--- src/rtl/uart_rx_param.sv ---
// ============================================================================
// uart_rx_param : 16x-oversampled UART receiver, configurable frame format,
//                 error/break detection and a show-ahead receive FIFO.
// Revision 1.0
// ============================================================================
`default_nettype none

module uart_rx_param #(
    parameter int SYSCLK_FREQ = 50000000,
    parameter int BAUD_RATE   = 115200,
    parameter int DATA_BITS   = 8,
    parameter int PARITY      = 0,
    parameter int STOP_BITS   = 1,
    parameter int FIFO_DEPTH  = 4
) (
    input  logic                          clk,
    input  logic                          rst,
    input  logic                          uart_rx,
    output logic [DATA_BITS-1:0]          rd_data,
    output logic                          rd_valid,
    input  logic                          rd_ready,
    output logic                          frame_err,
    output logic                          parity_err,
    output logic                          break_det,
    output logic                          overrun,
    output logic [$clog2(FIFO_DEPTH):0]   fifo_count
);

    localparam int          c_aw    = $clog2(FIFO_DEPTH);
    localparam int          c_cw    = c_aw + 1;
    localparam logic [31:0] c_inc   = 32'(16 * BAUD_RATE);
    localparam logic [31:0] c_clk   = 32'(SYSCLK_FREQ);
    localparam logic [c_cw-1:0] c_depth = c_cw'(FIFO_DEPTH);

    typedef enum logic [2:0] {
        S_IDLE       = 3'd0,
        S_START      = 3'd1,
        S_DATA       = 3'd2,
        S_PARITY     = 3'd3,
        S_STOP       = 3'd4,
        S_BREAK_WAIT = 3'd5
    } state_t;

    state_t                 state_q, state_d;
    logic                   sync1_q, sync2_q, hist_q;
    logic [31:0]            acc_q, acc_d;
    logic [3:0]             cnt_q, cnt_d;
    logic                   s7_q, s7_d, s8_q, s8_d;
    logic [3:0]             bitcnt_q, bitcnt_d;
    logic [DATA_BITS-1:0]   shift_q, shift_d;
    logic                   par_bit_q, par_bit_d;
    logic                   par_bad_q, par_bad_d;
    logic                   stop_low_q, stop_low_d;
    logic                   frame_err_q, frame_err_d;
    logic                   parity_err_q, parity_err_d;
    logic                   break_q, break_d;
    logic                   overrun_q, overrun_d;
    logic [c_aw-1:0]        wr_ptr_q, wr_ptr_d, rd_ptr_q, rd_ptr_d;
    logic [c_cw-1:0]        count_q, count_d;
    logic [DATA_BITS-1:0]   rd_data_q, rd_data_d;
    logic [DATA_BITS-1:0]   mem_q [FIFO_DEPTH];

    logic                   w_fall, w_run, w_tick, w_maj, w_stop_low, w_xor;
    logic [32:0]            w_sum;
    logic [31:0]            w_sub;
    logic                   w_push, w_pop, w_full, w_push_ok;
    logic [c_aw-1:0]        w_rd_nx;

    assign w_fall     = hist_q & ~sync2_q;
    assign w_run      = (state_q != S_IDLE) && (state_q != S_BREAK_WAIT);
    assign w_sum      = {1'b0, acc_q} + {1'b0, c_inc};
    assign w_sub      = w_sum[31:0] - c_clk;
    assign w_tick     = w_run && (w_sum >= {1'b0, c_clk});
    assign w_maj      = (s7_q & s8_q) | (s7_q & sync2_q) | (s8_q & sync2_q);
    assign w_stop_low = stop_low_q | ~w_maj;
    assign w_xor      = (^shift_q) ^ w_maj;
    assign w_pop      = rd_valid & rd_ready;
    assign w_full     = (count_q == c_depth);
    assign w_rd_nx    = rd_ptr_q + c_aw'(1);

    always_comb begin
        state_d      = state_q;
        acc_d        = acc_q;
        cnt_d        = cnt_q;
        s7_d         = s7_q;
        s8_d         = s8_q;
        bitcnt_d     = bitcnt_q;
        shift_d      = shift_q;
        par_bit_d    = par_bit_q;
        par_bad_d    = par_bad_q;
        stop_low_d   = stop_low_q;
        frame_err_d  = 1'b0;
        parity_err_d = 1'b0;
        break_d      = 1'b0;
        w_push       = 1'b0;

        if (w_run) begin
            acc_d = w_tick ? w_sub : w_sum[31:0];
        end
        if (w_tick) begin
            cnt_d = cnt_q + 4'd1;
            if (cnt_q == 4'd7) s7_d = sync2_q;
            if (cnt_q == 4'd8) s8_d = sync2_q;
        end

        case (state_q)
            S_IDLE: begin
                if (w_fall) begin
                    state_d    = S_START;
                    acc_d      = '0;
                    cnt_d      = '0;
                    bitcnt_d   = '0;
                    par_bit_d  = 1'b0;
                    par_bad_d  = 1'b0;
                    stop_low_d = 1'b0;
                end
            end
            S_START: begin
                if (w_tick && cnt_q == 4'd9 && w_maj) begin
                    state_d = S_IDLE;
                end else if (w_tick && cnt_q == 4'd15) begin
                    state_d  = S_DATA;
                    bitcnt_d = '0;
                end
            end
            S_DATA: begin
                if (w_tick && cnt_q == 4'd9) begin
                    shift_d  = {w_maj, shift_q[DATA_BITS-1:1]};
                    bitcnt_d = bitcnt_q + 4'd1;
                end else if (w_tick && cnt_q == 4'd15 && bitcnt_q == 4'(DATA_BITS)) begin
                    state_d  = (PARITY != 0) ? S_PARITY : S_STOP;
                    bitcnt_d = '0;
                end
            end
            S_PARITY: begin
                if (w_tick && cnt_q == 4'd9) begin
                    par_bit_d = w_maj;
                    par_bad_d = (PARITY == 1) ? ~w_xor : w_xor;
                end else if (w_tick && cnt_q == 4'd15) begin
                    state_d  = S_STOP;
                    bitcnt_d = '0;
                end
            end
            S_STOP: begin
                // Decide mid-way through the last stop bit so a following start edge is not missed
                if (w_tick && cnt_q == 4'd9) begin
                    if (bitcnt_q == 4'(STOP_BITS - 1)) begin
                        if (shift_q == '0 && (PARITY == 0 || !par_bit_q) && w_stop_low) begin
                            break_d = 1'b1;
                            state_d = S_BREAK_WAIT;
                        end else begin
                            state_d = S_IDLE;
                            if (w_stop_low)     frame_err_d  = 1'b1;
                            else if (par_bad_q) parity_err_d = 1'b1;
                            else                w_push       = 1'b1;
                        end
                    end else begin
                        stop_low_d = w_stop_low;
                        bitcnt_d   = bitcnt_q + 4'd1;
                    end
                end
            end
            S_BREAK_WAIT: begin
                if (sync2_q) state_d = S_IDLE;
            end
            default: state_d = S_IDLE;
        endcase

        // Receive FIFO; a full FIFO still accepts a push when the head is popped
        w_push_ok = w_push & (~w_full | w_pop);
        overrun_d = w_push & w_full & ~w_pop;
        wr_ptr_d  = wr_ptr_q + c_aw'(w_push_ok);
        rd_ptr_d  = rd_ptr_q + c_aw'(w_pop);
        count_d   = count_q + c_cw'(w_push_ok) - c_cw'(w_pop);
        rd_data_d = rd_data_q;
        if (w_pop) begin
            if (count_q == c_cw'(1)) begin
                if (w_push_ok) rd_data_d = shift_q;
            end else begin
                rd_data_d = mem_q[w_rd_nx];
            end
        end else if (count_q == '0 && w_push_ok) begin
            rd_data_d = shift_q;
        end
    end

    always_ff @(posedge clk or posedge rst) begin
        if (rst) begin
            state_q      <= S_IDLE;
            sync1_q      <= 1'b1;
            sync2_q      <= 1'b1;
            hist_q       <= 1'b1;
            acc_q        <= '0;
            cnt_q        <= '0;
            s7_q         <= 1'b1;
            s8_q         <= 1'b1;
            bitcnt_q     <= '0;
            shift_q      <= '0;
            par_bit_q    <= 1'b0;
            par_bad_q    <= 1'b0;
            stop_low_q   <= 1'b0;
            frame_err_q  <= 1'b0;
            parity_err_q <= 1'b0;
            break_q      <= 1'b0;
            overrun_q    <= 1'b0;
            wr_ptr_q     <= '0;
            rd_ptr_q     <= '0;
            count_q      <= '0;
            rd_data_q    <= '0;
        end else begin
            state_q      <= state_d;
            sync1_q      <= uart_rx;
            sync2_q      <= sync1_q;
            hist_q       <= sync2_q;
            acc_q        <= acc_d;
            cnt_q        <= cnt_d;
            s7_q         <= s7_d;
            s8_q         <= s8_d;
            bitcnt_q     <= bitcnt_d;
            shift_q      <= shift_d;
            par_bit_q    <= par_bit_d;
            par_bad_q    <= par_bad_d;
            stop_low_q   <= stop_low_d;
            frame_err_q  <= frame_err_d;
            parity_err_q <= parity_err_d;
            break_q      <= break_d;
            overrun_q    <= overrun_d;
            wr_ptr_q     <= wr_ptr_d;
            rd_ptr_q     <= rd_ptr_d;
            count_q      <= count_d;
            rd_data_q    <= rd_data_d;
        end
    end

    always_ff @(posedge clk) begin
        if (w_push_ok) mem_q[wr_ptr_q] <= shift_q;
    end

    assign rd_data    = rd_data_q;
    assign rd_valid   = (count_q != '0);
    assign fifo_count = count_q;
    assign frame_err  = frame_err_q;
    assign parity_err = parity_err_q;
    assign break_det  = break_q;
    assign overrun    = overrun_q;

endmodule

`default_nettype wire

--- config.mk ---
export PLATFORM = sky130hd
export DESIGN_NAME = uart_rx_param
export DESIGN_NICKNAME = d
export VERILOG_FILES = /design/src/rtl/uart_rx_param.sv
export SDC_FILE = /design/constraint.sdc
export NUM_CORES = 1
export LEC_CHECK = 0
export BUFFER_PORTS_ARGS = -buffer_cell sky130_fd_sc_hd__buf_2
export CORE_MARGIN = 2
export CORE_UTILIZATION = 50
export DETAILED_ROUTE_END_ITERATION = 10
export HOLD_SLACK_MARGIN = 0.06
export PLACE_DENSITY = 0.71
export SLEW_MARGIN = 20
export SYNTH_ARGS = -nofsm -noshare
export SYNTH_HDL_FRONTEND = slang
export SYNTH_SLANG_ARGS = --single-unit
--- constraint.sdc ---
create_clock -name clk -period 7.47 [get_ports clk]
set_input_delay 1.494 -clock clk [delete_from_list [all_inputs] [get_ports clk]]
set_output_delay 1.494 -clock clk [all_outputs]
set_load 0.02 [all_outputs]
Word level (Yosys, flattened, before mapping)

Memory sizes are Yosys's and may differ from the RTL's.
Index checks and enable logic that the tools add are counted.

Order comparisons: 1
Multiplexer cells: 61
Reduce and logical (&&, ||, !) cells: 27
Add/subtract/negate cells: 9
Bitwise logic cells: 17
Equal/unequal tests: 27

Operators by type and width:

| operator                                                                 | count |
|---|---|
| 32-bit two-way mux                                                       | 4 |
| 4-bit two-way mux                                                        | 11 |
| 32-bit by 21-bit adder with 33-bit output (second input constant)        | 1 |
| 33-bit by 26-bit >= comparator with 1-bit output (second input constant) | 1 |
| 3-bit two-way mux                                                        | 11 |
| 8-bit two-way mux                                                        | 4 |
| 32-bit by 26-bit subtractor with 32-bit output (second input constant)   | 1 |
| 1-bit two-way mux                                                        | 27 |
| 2-bit inequality test (second input constant)                            | 11 |
| 4-bit case mux with 5 select lines                                       | 1 |
| 3-bit case mux with 6 select lines                                       | 1 |
| 4-bit == test (second input constant)                                    | 4 |
| 3-bit inequality test (second input constant)                            | 4 |
| 3-bit == test (second input constant)                                    | 3 |
| 9-bit AND reduction                                                      | 1 |
| 4-bit by 1-bit adder with 4-bit output (second input constant)           | 2 |
| 1-bit AND                                                                | 8 |
| 1-bit logical AND                                                        | 8 |
| 8-bit logical NOT                                                        | 1 |
| 2-bit AND reduction                                                      | 4 |
| 8-bit parity                                                             | 1 |
| 7-bit AND reduction                                                      | 1 |
| 3-bit by 1-bit == test with 1-bit output (second input constant)         | 2 |
| 3-bit by 2-bit == test with 1-bit output (second input constant)         | 2 |
| 16 further kinds                                                         | 28 |

Bits of input ports: 4
Register bits: 77
RAM bits: 32
Memories kept: 1

Memory list:

| memory | depth | width | rd ports | clocked after memory_dff | wr ports | RTL line | source |
|---|---|---|---|---|---|---|---|
| mem_q  | 4     | 8     | 1        | 0                        | 1        | 61       | `logic [DATA_BITS-1:0] mem_q [FIFO_DEPTH];` |

Depth between registers and ports, before layout

Gate-level depths: netlist (run 1).

Word-level depth: 14
Mapped depth: 15
Gate-level depth less buffers: 15

Worst setup path before layout (run 1)

OpenSTA, ideal clock, no wires.

Path kind: register -> register
Start point: register acc_q[13]
End point: register count_q[2] (netlist: fifo_count[2])
Arrival time: 3.547 ns
Buffers on the path: 1
Data required time: 7.347 ns
Setup slack: 3.800 ns
Library setup time: 0.123 ns
Cell stages (with the launch flop): 16
Clock period less this slack: 3.670 ns
Cells stage by stage: dfrtp_1 ha_1 buf_4 or4b_1 nor3_1 a211oi_2 a311o_1 a21oi_2 a21oi_2 nor3_2 nand2_1 ha_1 inv_1 ha_1 fa_1 xnor2_1

Longest elaborated chain between the ends: 9

Ends and longest elaborated chain:

| item                                             | RTL line | source |
|---|---|---|
| start: declaration                               | 46       | `logic [31:0] acc_q, acc_d;` |
| start signal: assignment                         | 193      | `acc_q <= '0;` |
| start signal: assignment                         | 215      | `acc_q <= acc_d;` |
| 32-bit by 21-bit adder with 33-bit output        | 71       | `assign w_sum = {1'b0, acc_q} + {1'b0, c_inc};` |
| 33-bit by 26-bit >= comparator with 1-bit output | 73       | `assign w_tick = w_run && (w_sum >= {1'b0, c_clk});` |
| 1-bit logical AND                                | 73       |  |
| 1-bit logical AND                                | 146      | `if (w_tick && cnt_q == 4'd9) begin` |
| 1-bit two-way mux                                | 146      |  |
| 1-bit two-way mux                                | 106      | `case (state_q)` |
| 1-bit AND                                        | 170      | `w_push_ok = w_push & (~w_full \| w_pop);` |
| 3-bit by 1-bit adder with 3-bit output           | 174      | `count_d = count_q + c_cw'(w_push_ok) - c_cw'(w_pop);` |
| 3-bit by 1-bit subtractor with 3-bit output      | 174      |  |
| net count_d[2]                                   | 59       | `logic [c_cw-1:0] count_q, count_d;` |
| end signal: assignment                           | 230      | `count_q <= count_d;` |
| end: declaration                                 | 59       |  |

The timed path passes the listed nets, and every way through them passes these cells.
A chain may end at the register's enable or synchronous reset.

Final worst setup path (run 1)

Start point: register acc_q[13]
End point: memory mem_q[2][3] (enable)

Longest elaborated chain between the ends: 9

Ends and longest elaborated chain:

| item                                             | RTL line | source |
|---|---|---|
| 32-bit by 21-bit adder with 33-bit output        | 71       |  |
| 33-bit by 26-bit >= comparator with 1-bit output | 73       |  |
| 1-bit logical AND                                | 73       |  |
| 1-bit logical AND                                | 146      |  |
| 1-bit two-way mux                                | 146      |  |
| 1-bit two-way mux                                | 106      |  |
| 1-bit AND                                        | 170      |  |
| 1-bit two-way mux                                | 236      | `if (w_push_ok) mem_q[wr_ptr_q] <= shift_q;` |
| 1-bit two-way mux (not written as such)          | 236      |  |
| end: declaration                                 | 61       |  |

Every way passes these cells.

==> impl_metrics.yaml, run 1 <==
synthesis:
  synthAdderAreaFrac: 0.03685
  synth_compound_area_frac: 0.1644
  synth_area_leader_cell: "dfrtp_1"
  synthXorXnorAreaFrac: 0.04690
  syn_inst: 564
  synth.distinct_cells: 82
  synth_top_area_frac: 0.2722
  synth_common_cells: "65 x dfrtp_1, 42 x nand2_1, 37 x o21ai_0, 34 x nor2_1"
  yosys.area_share.simple: 0.1711
  synthTopCellsByArea: "dfrtp_1 27%, edfxtp_1 16%, mux2_2 3.6%"
  synth_warnings: 0
  netlist_area_sq_mm: 0.005976
  yosys_most_used_dff: "dfrtp_1"
  avgSynthCellArea_sq_um: 10.60
  syn-num-nets: 585
  synth_seq_area_share: 0.4550
  async_flop_share: 0.6863
  ys_seq_elements: 102
  synth_top_family_by_area: "simple AND/OR/NAND/NOR gates"
  synth-edff-count: 32
  synth_most_common_cell: "dfrtp_1"
  synthMuxAreaShare: 0.08459
clock_tree:
  root_buffer: "clkbuf_16"
  cts.sinks: 102
  cts-resized-gates: 0
  cts_htree_levels: 3
  path_clk_slew_ps: 80
  cts_setup_buffers: 0
  cts_inserted_buffers: 9
  clock_latency_ps: 350
  cts_tree: "done"
  clock_path_buffers: 2
  cts_hold_buf: 0
global_routing:
  antenna_found_initial: 0
  grt_pass1_wl_um: 21330
  grt_overflow_total: 0
  grt_max_degree: 71
  grt_usage: 0.2105
  grt_pass1_vias: 4233
routing:
  route.detailed.drc: 0
  vias: 4353
  viasPerCell: 6.037
  dr.pass1.iters: 5
  dr.first_iter.drc_count: 365
  avgRoutedWirePerCell_um: 17.56
  routed_wl_um: 12660
  ant_nets: 0
worst_setup_path:
  slowest_stage: "nor3b_1"
  path_cells: "ha_1 -> nand4_4 -> a2111oi_1 -> xnor2_1 -> o2111a_1 -> a21oi_1 -> a21oi_2 -> nor3_2 -> nand2_1 -> nor3b_1"
  r2r_setup_slack_ps: 3160
  cp.arrival_ps: 4280
  cp-start-kind: "flop"
  cp.required_ps: 7440
  crit_cells: 10
  ff2ff_path_depth: 10
  critPathTopFamily: "simple AND/OR/NAND/NOR gates"
  critical_path.startpoint: "acc_q[13]"
  path_buf_inv: 0
  crit_end: "mem_q[2][3]"
  timing.rr.start: "acc_q[13]"
  slowest_delay_ps: 930
  cp-end-kind: "flop"
  path_class: "reg2reg"
  r2r_end: "mem_q[2][3]"
  cp_max_fo: 8
sta:
  tns_ps: 0
  worst_pin_slew_ps: 1101
  period_share: 0.5770
  setup_viol: 0
  rsz0062_at_grt: "false"
  fmax_mhz: 232.0
  drv_slew: 0
  relSlewSlack: 0.2643
  hold_viol: 0
  hold_slack_ps: 356.8
  finalClockSkew_ps: 12.05
  post-route-min-period_ps: 4310
pwr:
  p_leak_nw: 2.636
  peakVddDrop_mv: 0.2777
  power_density_mw_per_mm2: 395.6
place:
  dp_hpwl_um: 8844
  port_buffers: 19
  place_congestion: 0.9222
floorplanning:
  core_sq_mm: 0.01156
  boundaryPins: 20
  num_rows: 39
  initial_core_util: 0.5167
  die_h_um: 113.3
  fp.dieArea_sq_mm: 0.01284
  die_x_um: 113.3
hold_path:
  hp-class: "reg2reg"
final_layout:
  diodes: 0
  drive_gt1_frac: 0.1713
  n_fill_cell: 947
  nets: 594
  area_growth_pct: 8.312
job:
  maxCapViolCount: 0
run_status:
  outcome: "finished clean"
## registers in the layout (all words and copies together) (netlist names), 2 cells and up
signal,flops
rd_ptr_q,2
rd_data,8
state_q,3
wr_ptr_q,2
cnt_q,4
mem_q,32
acc_q,25
fifo_count,3
bitcnt_q,4
shift_q,8
## placed cells by master (no fill, tap or decap), drive strengths merged, types with 8 or more instances in the layout
cell type	synthesis	layout
a21oi	22	22
mux2i	10	10
nand2	43	43
dfrtp	65	65
mux2	20	20
nor3	21	21
xnor2	19	19
nand3	20	20
nor2	35	35
xor2	13	13
edfxtp	32	32
and3	10	10
buf	13	22
inv	32	33
nand4	10	10
mux4	8	8
clkbuf	11	9
o21ai	38	38
ha	16	16
## cells by family after synthesis
kind of cell	after synthesis
buffers and inverters	56
multiplexers	38
AO/OA/AOI/OAI	131
XOR/XNOR	32
flip-flops	102
AND/OR/NAND/NOR	188
adder cells (fa/ha/maj)	17
## worst register-to-register path: stages (launching register included)
cell	delay [ps]
dfrtp_1	470
ha_1	410
nand4_4	230
a2111oi_1	590
xnor2_1	220
o2111a_1	190
a21oi_1	230
a21oi_2	110
nor3_2	330
nand2_1	230
nor3b_1	930
## stage by stage
step                instances  setup WS, ps    util  instance area, sq um  power (mW)
CTS                       721          3196  0.5592                  6467       2.567
finish                    721          3160  0.5597                  6472       2.561
global placement          705          3410  0.5319                  6151       2.041
global route              721          2843  0.5597                  6472       2.754
floorplan                 564          3800       -                  5976       1.831
detailed placement        705          3217  0.5319                  6151       2.078
## worst min-delay path by stage
stage | start | endpoint | slack (ps) | depth (start not counted)
2_1_floorplan | sync1_q | sync2_q | 350 | 0
3_3_place_gp | sync1_q | sync2_q | 350 | 0
3_5_place_dp | sync1_q | sync2_q | 350 | 0
4_1_cts | sync1_q | sync2_q | 360 | 0
5_1_grt | sync1_q | sync2_q | 370 | 0
6_report | sync1_q | sync2_q | 360 | 0
## layer usage
metal  routed length, um  share of wire  global-route usage
met1                5683           0.45              0.2771
met2                6176           0.49              0.3453
met3                 611          0.048             0.05249
met4                 191          0.015             0.06504
met5                   0              0                   0
## where the power goes
| part | leakage, nW | switching (mW) | total (mW) | internal (mW) |
|---|---|---|---|---|
| Combinational | 1.29 | 0.679 | 1.17 | 0.492 |
| Sequential | 1.20 | 0.206 | 0.912 | 0.706 |
| Clock | 0.151 | 0.237 | 0.477 | 0.240 |
## final cells by class
type                       count  area (sq um)  area share
multi-input combinational    406          3020      0.4667
inverter                      32         120.1     0.01856
sequential                   102          2719      0.4201
tap                          143         178.9     0.02764
timing repair buffer          22         117.6     0.01817
clock inverter                 7         91.34     0.01411
clock buffer                   9         225.2     0.03480
Power figures use the tool's default switching activity.
==> run 2, diff against run 1 <==
ABC_AREA = 1   (was unset)
PLACE_DENSITY = 0.74   (was 0.71)
clock period = 3.5 ns   (was 7.47 ns; I/O delays follow)
==> run 2 against run 1 <==
Effect of this change:
- area after synthesis shrank 2.2%
- sequential power is 110% higher
- final area is 0.35% higher
- synthesized cell count rose by 23%
- global-route usage is 0.16 points lower
- highest routed layer unchanged
- wire length hardly changed
- largest cell class unchanged
- sequential share of layout area fell by 0.15 points
==> impl_metrics.yaml, run 2 <==
run_status:
  outcome: "finished clean"
pwr:
  switchingPower_mw: 2.741
  combinationalPowerShare: 0.512
  peakVddDrop_mv: 0.4594
  internal-power_mw: 3.136
  swShare: 0.4664
  p_clk_frac: 0.170
  p_leak_nw: 3.056
  seq_power_share: 0.319
  power_mw: 5.877
  power_density_mw_per_mm2: 904.9
place:
  port_buffers: 19
  placed_cells: 851
  place_congestion: 0.9425
  dp_hpwl_um: 8889
routing:
  route.detailed.drc: 0
  routed_wl_um: 12660
  dr.pass1.iters: 5
  viasPerCell: 5.503
  avgRoutedWirePerCell_um: 14.47
  ant_nets: 0
  dr.first_iter.drc_count: 350
  vias: 4815
global_routing:
  grt_usage: 0.2090
  antenna_found_initial: 0
  grt_pass1_vias: 4672
  grt_pass1_wl_um: 21390
  grt_overflow_total: 0
  grt_max_degree: 71
sta:
  drv_slew: 0
  period_share: 0.9451
  setup_viol: 0
  worst_pin_slew_ps: 626.6
  relSlewSlack: 0.5823
  finalClockSkew_ps: 6.681
  tns_ps: 0
  post-route-min-period_ps: 3308
  fmax_mhz: 302.3
  hold_viol: 0
worst_setup_path:
  cp.required_ps: 3730
  r2r_setup_slack_ps: 190
  critPathTopFamily: "simple AND/OR/NAND/NOR gates"
  cp_max_fo: 8
  timing.rr.start: "acc_q[14]"
  path_buf_inv: 3
  cp-end-kind: "flop"
  slowest_delay_ps: 400
  cp-start-kind: "flop"
  ff2ff_path_depth: 22
  r2r_end: "fifo_count[2]"
  path_cells: "ha_1 -> nand2_1 -> inv_2 -> nand2_4 -> nand2_4 -> nand2_2 -> nand2_1 -> inv_1 -> nand2_1 -> nor2_1 -> nand2_1 -> nand2_1 -> nand2_2 -> nand3_4 -> nand3_4 -> nor2_4 -> nand2_1 -> ha_1 -> inv_1 -> ha_1 -> fa_1 -> xor2_1"
  cp.arrival_ps: 3540
  critical_path.startpoint: "acc_q[14]"
  slowest_stage: "dfrtp_1"
  path_class: "reg2reg"
  crit_top_cell: "nand2_1"
floorplanning:
  die_x_um: 112.1
  initial_core_util: 0.5117
  boundaryPins: 20
  core_sq_mm: 0.01142
  fp.dieArea_sq_mm: 0.01257
  num_rows: 39
  die_h_um: 112.1
final_layout:
  finish.utilization: 0.5688
  regMostFlops: "mem_q"
  diodes: 0
  final_common_cell: "nand2_1"
  drive_gt1_frac: 0.1585
  nets: 748
  largest_reg_flops: 32
  stdcell_count: 875
  final_cell_mix: "152 x nand2_1, 77 x inv_1, 65 x dfrtp_1, 53 x nand3_1, 48 x nor2_1"
  area_growth_pct: 11.16
  reg_top3: "mem_q: 32 flops, acc_q: 25 flops"
job:
  maxCapViolCount: 0
synthesis:
  synthAdderAreaFrac: 0.03769
  synth_compound_area_frac: 0.1049
  synth_seq_area_share: 0.4653
  netlist_area_sq_mm: 0.005843
  synth_top_area_frac: 0.2784
  synth_area_leader_cell: "dfrtp_1"
  yosys.area_share.simple: 0.2844
  synth_warnings: 0
  synth.distinct_cells: 51
  synth_top_family_by_area: "simple AND/OR/NAND/NOR gates"
  synth_common_cells: "153 x nand2_1, 79 x inv_1, 65 x dfrtp_1, 53 x nand3_1, 50 x nor2_1"
  async_flop_share: 0.6863
  synth-edff-count: 32
  yosys_most_used_dff: "dfrtp_1"
  avgSynthCellArea_sq_um: 8.419
  syn-num-nets: 715
  synthMuxAreaShare: 0
  synth_most_common_cell: "nand2_1"
  synthTopCellsByArea: "dfrtp_1 28%, edfxtp_1 16%, nand2_1 9.8%"
  syn_inst: 694
  synthXorXnorAreaFrac: 0.03619
  ys_seq_elements: 102
clock_tree:
  cts.sinks: 102
  clock_latency_ps: 350
  cts_tree: "done"
  cts_inserted_buffers: 9
  clock_path_buffers: 2
  cts_hold_buf: 0
  root_buffer: "clkbuf_16"
  path_clk_slew_ps: 70
  cts_htree_levels: 3
hold_path:
  min_to: "sync2_q"
  holdPathStages: 0
  hp-class: "reg2reg"
  hold_start: "sync1_q"
-- run 2: cell count changes after synthesis, sizes merged, moves of 9 or more --
cell	change
nand4	+15
nand2	+128
and3	-9
nor2	+26
xnor2	-12
nand3	+41
mux2	-20
inv	+58
mux2i	-10
buf	-9
a21oi	+12
-- run 2: through the flow --
stage	cell area, sq um	setup WS, ps	hold slack, ps
after detailed placement	6128	176.0	347.2
final	6495	192.2	358.0
after global routing	6495	-65.34	362.7
after CTS	6419	149.7	357.1
after global placement	6128	322.1	345.3
after floorplan	5843	346.1	345.2
-- run 2: final cells by class --
| cell class | instances | area, sq um |
|---|---|---|
| inverters | 91 | 341.6 |
| clock inverters | 5 | 57.56 |
| multi-input cells | 486 | 2723 |
| well taps | 143 | 178.9 |
| repair buffers | 37 | 242.7 |
| flip-flops and latches | 102 | 2719 |
| clock buffers | 11 | 232.7 |
| fillers | 979 | 4923 |
-- run 2: kinds of logic after synthesis --
family                   count (synthesis)
flip-flops                             102
adder cells (fa/ha/maj)                 17
AND/OR/NAND/NOR                        341
buffers and inverters                  106
AO/OA/AOI/OAI                          106
XOR/XNOR                                22
-- run 2: layer usage --
metal | share of wire | vias up | wire length, um | global-route usage
met1 | 0.45 | 2248 | 5644 | 0.2678
met3 | 0.051 | 26 | 643 | 0.04914
met5 | 0 | - | 0 | 0
met4 | 0.023 | 0 | 286 | 0.08862
li1 | - | 2388 | - | -
met2 | 0.48 | 153 | 6090 | 0.3418
-- run 2: worst register-to-register path, cell delays in order, from the launching register on --
cell and delay (ps):
dfrtp_1 400, ha_1 210, nand2_1 110, inv_2 70
nand2_4 110, nand2_4 90, nand2_2 90, nand2_1 90
inv_1 100, nand2_1 60, nor2_1 110, nand2_1 90
nand2_1 100, nand2_2 70, nand3_4 110, nand3_4 120
nor2_4 120, nand2_1 90, ha_1 280, inv_1 40
ha_1 190, fa_1 380, xor2_1 170
-- run 2: timing repair --
| item | CTS | global route |
|---|---|---|
| gates resized for setup | 0 | 6 |
| setup buffers | 0 | 8 |
| setup endpoints to repair | 0 | 6 |
-- run 2: worst max-delay path by stage --
stage / cells after the start / endpoint / slack [ps]
after global placement: 20 / fifo_count[2] / 320
after CTS: 20 / fifo_count[2] / 150
after global routing: 20 / fifo_count[2] / -70
after floorplan: 20 / fifo_count[2] / 350
after detailed placement: 20 / fifo_count[2] / 180
final: 22 / fifo_count[2] / 190
-- run 2: power by group through the flow --
stage	registers (mW)	clock network, mW	logic [mW]
after floorplan	1.84	0	2.29
after global placement	1.87	0	2.79
after detailed placement	1.89	0	2.88
after CTS	1.87	1.01	2.90
after global routing	1.92	1.06	3.39
final	1.87	0.997	3.01
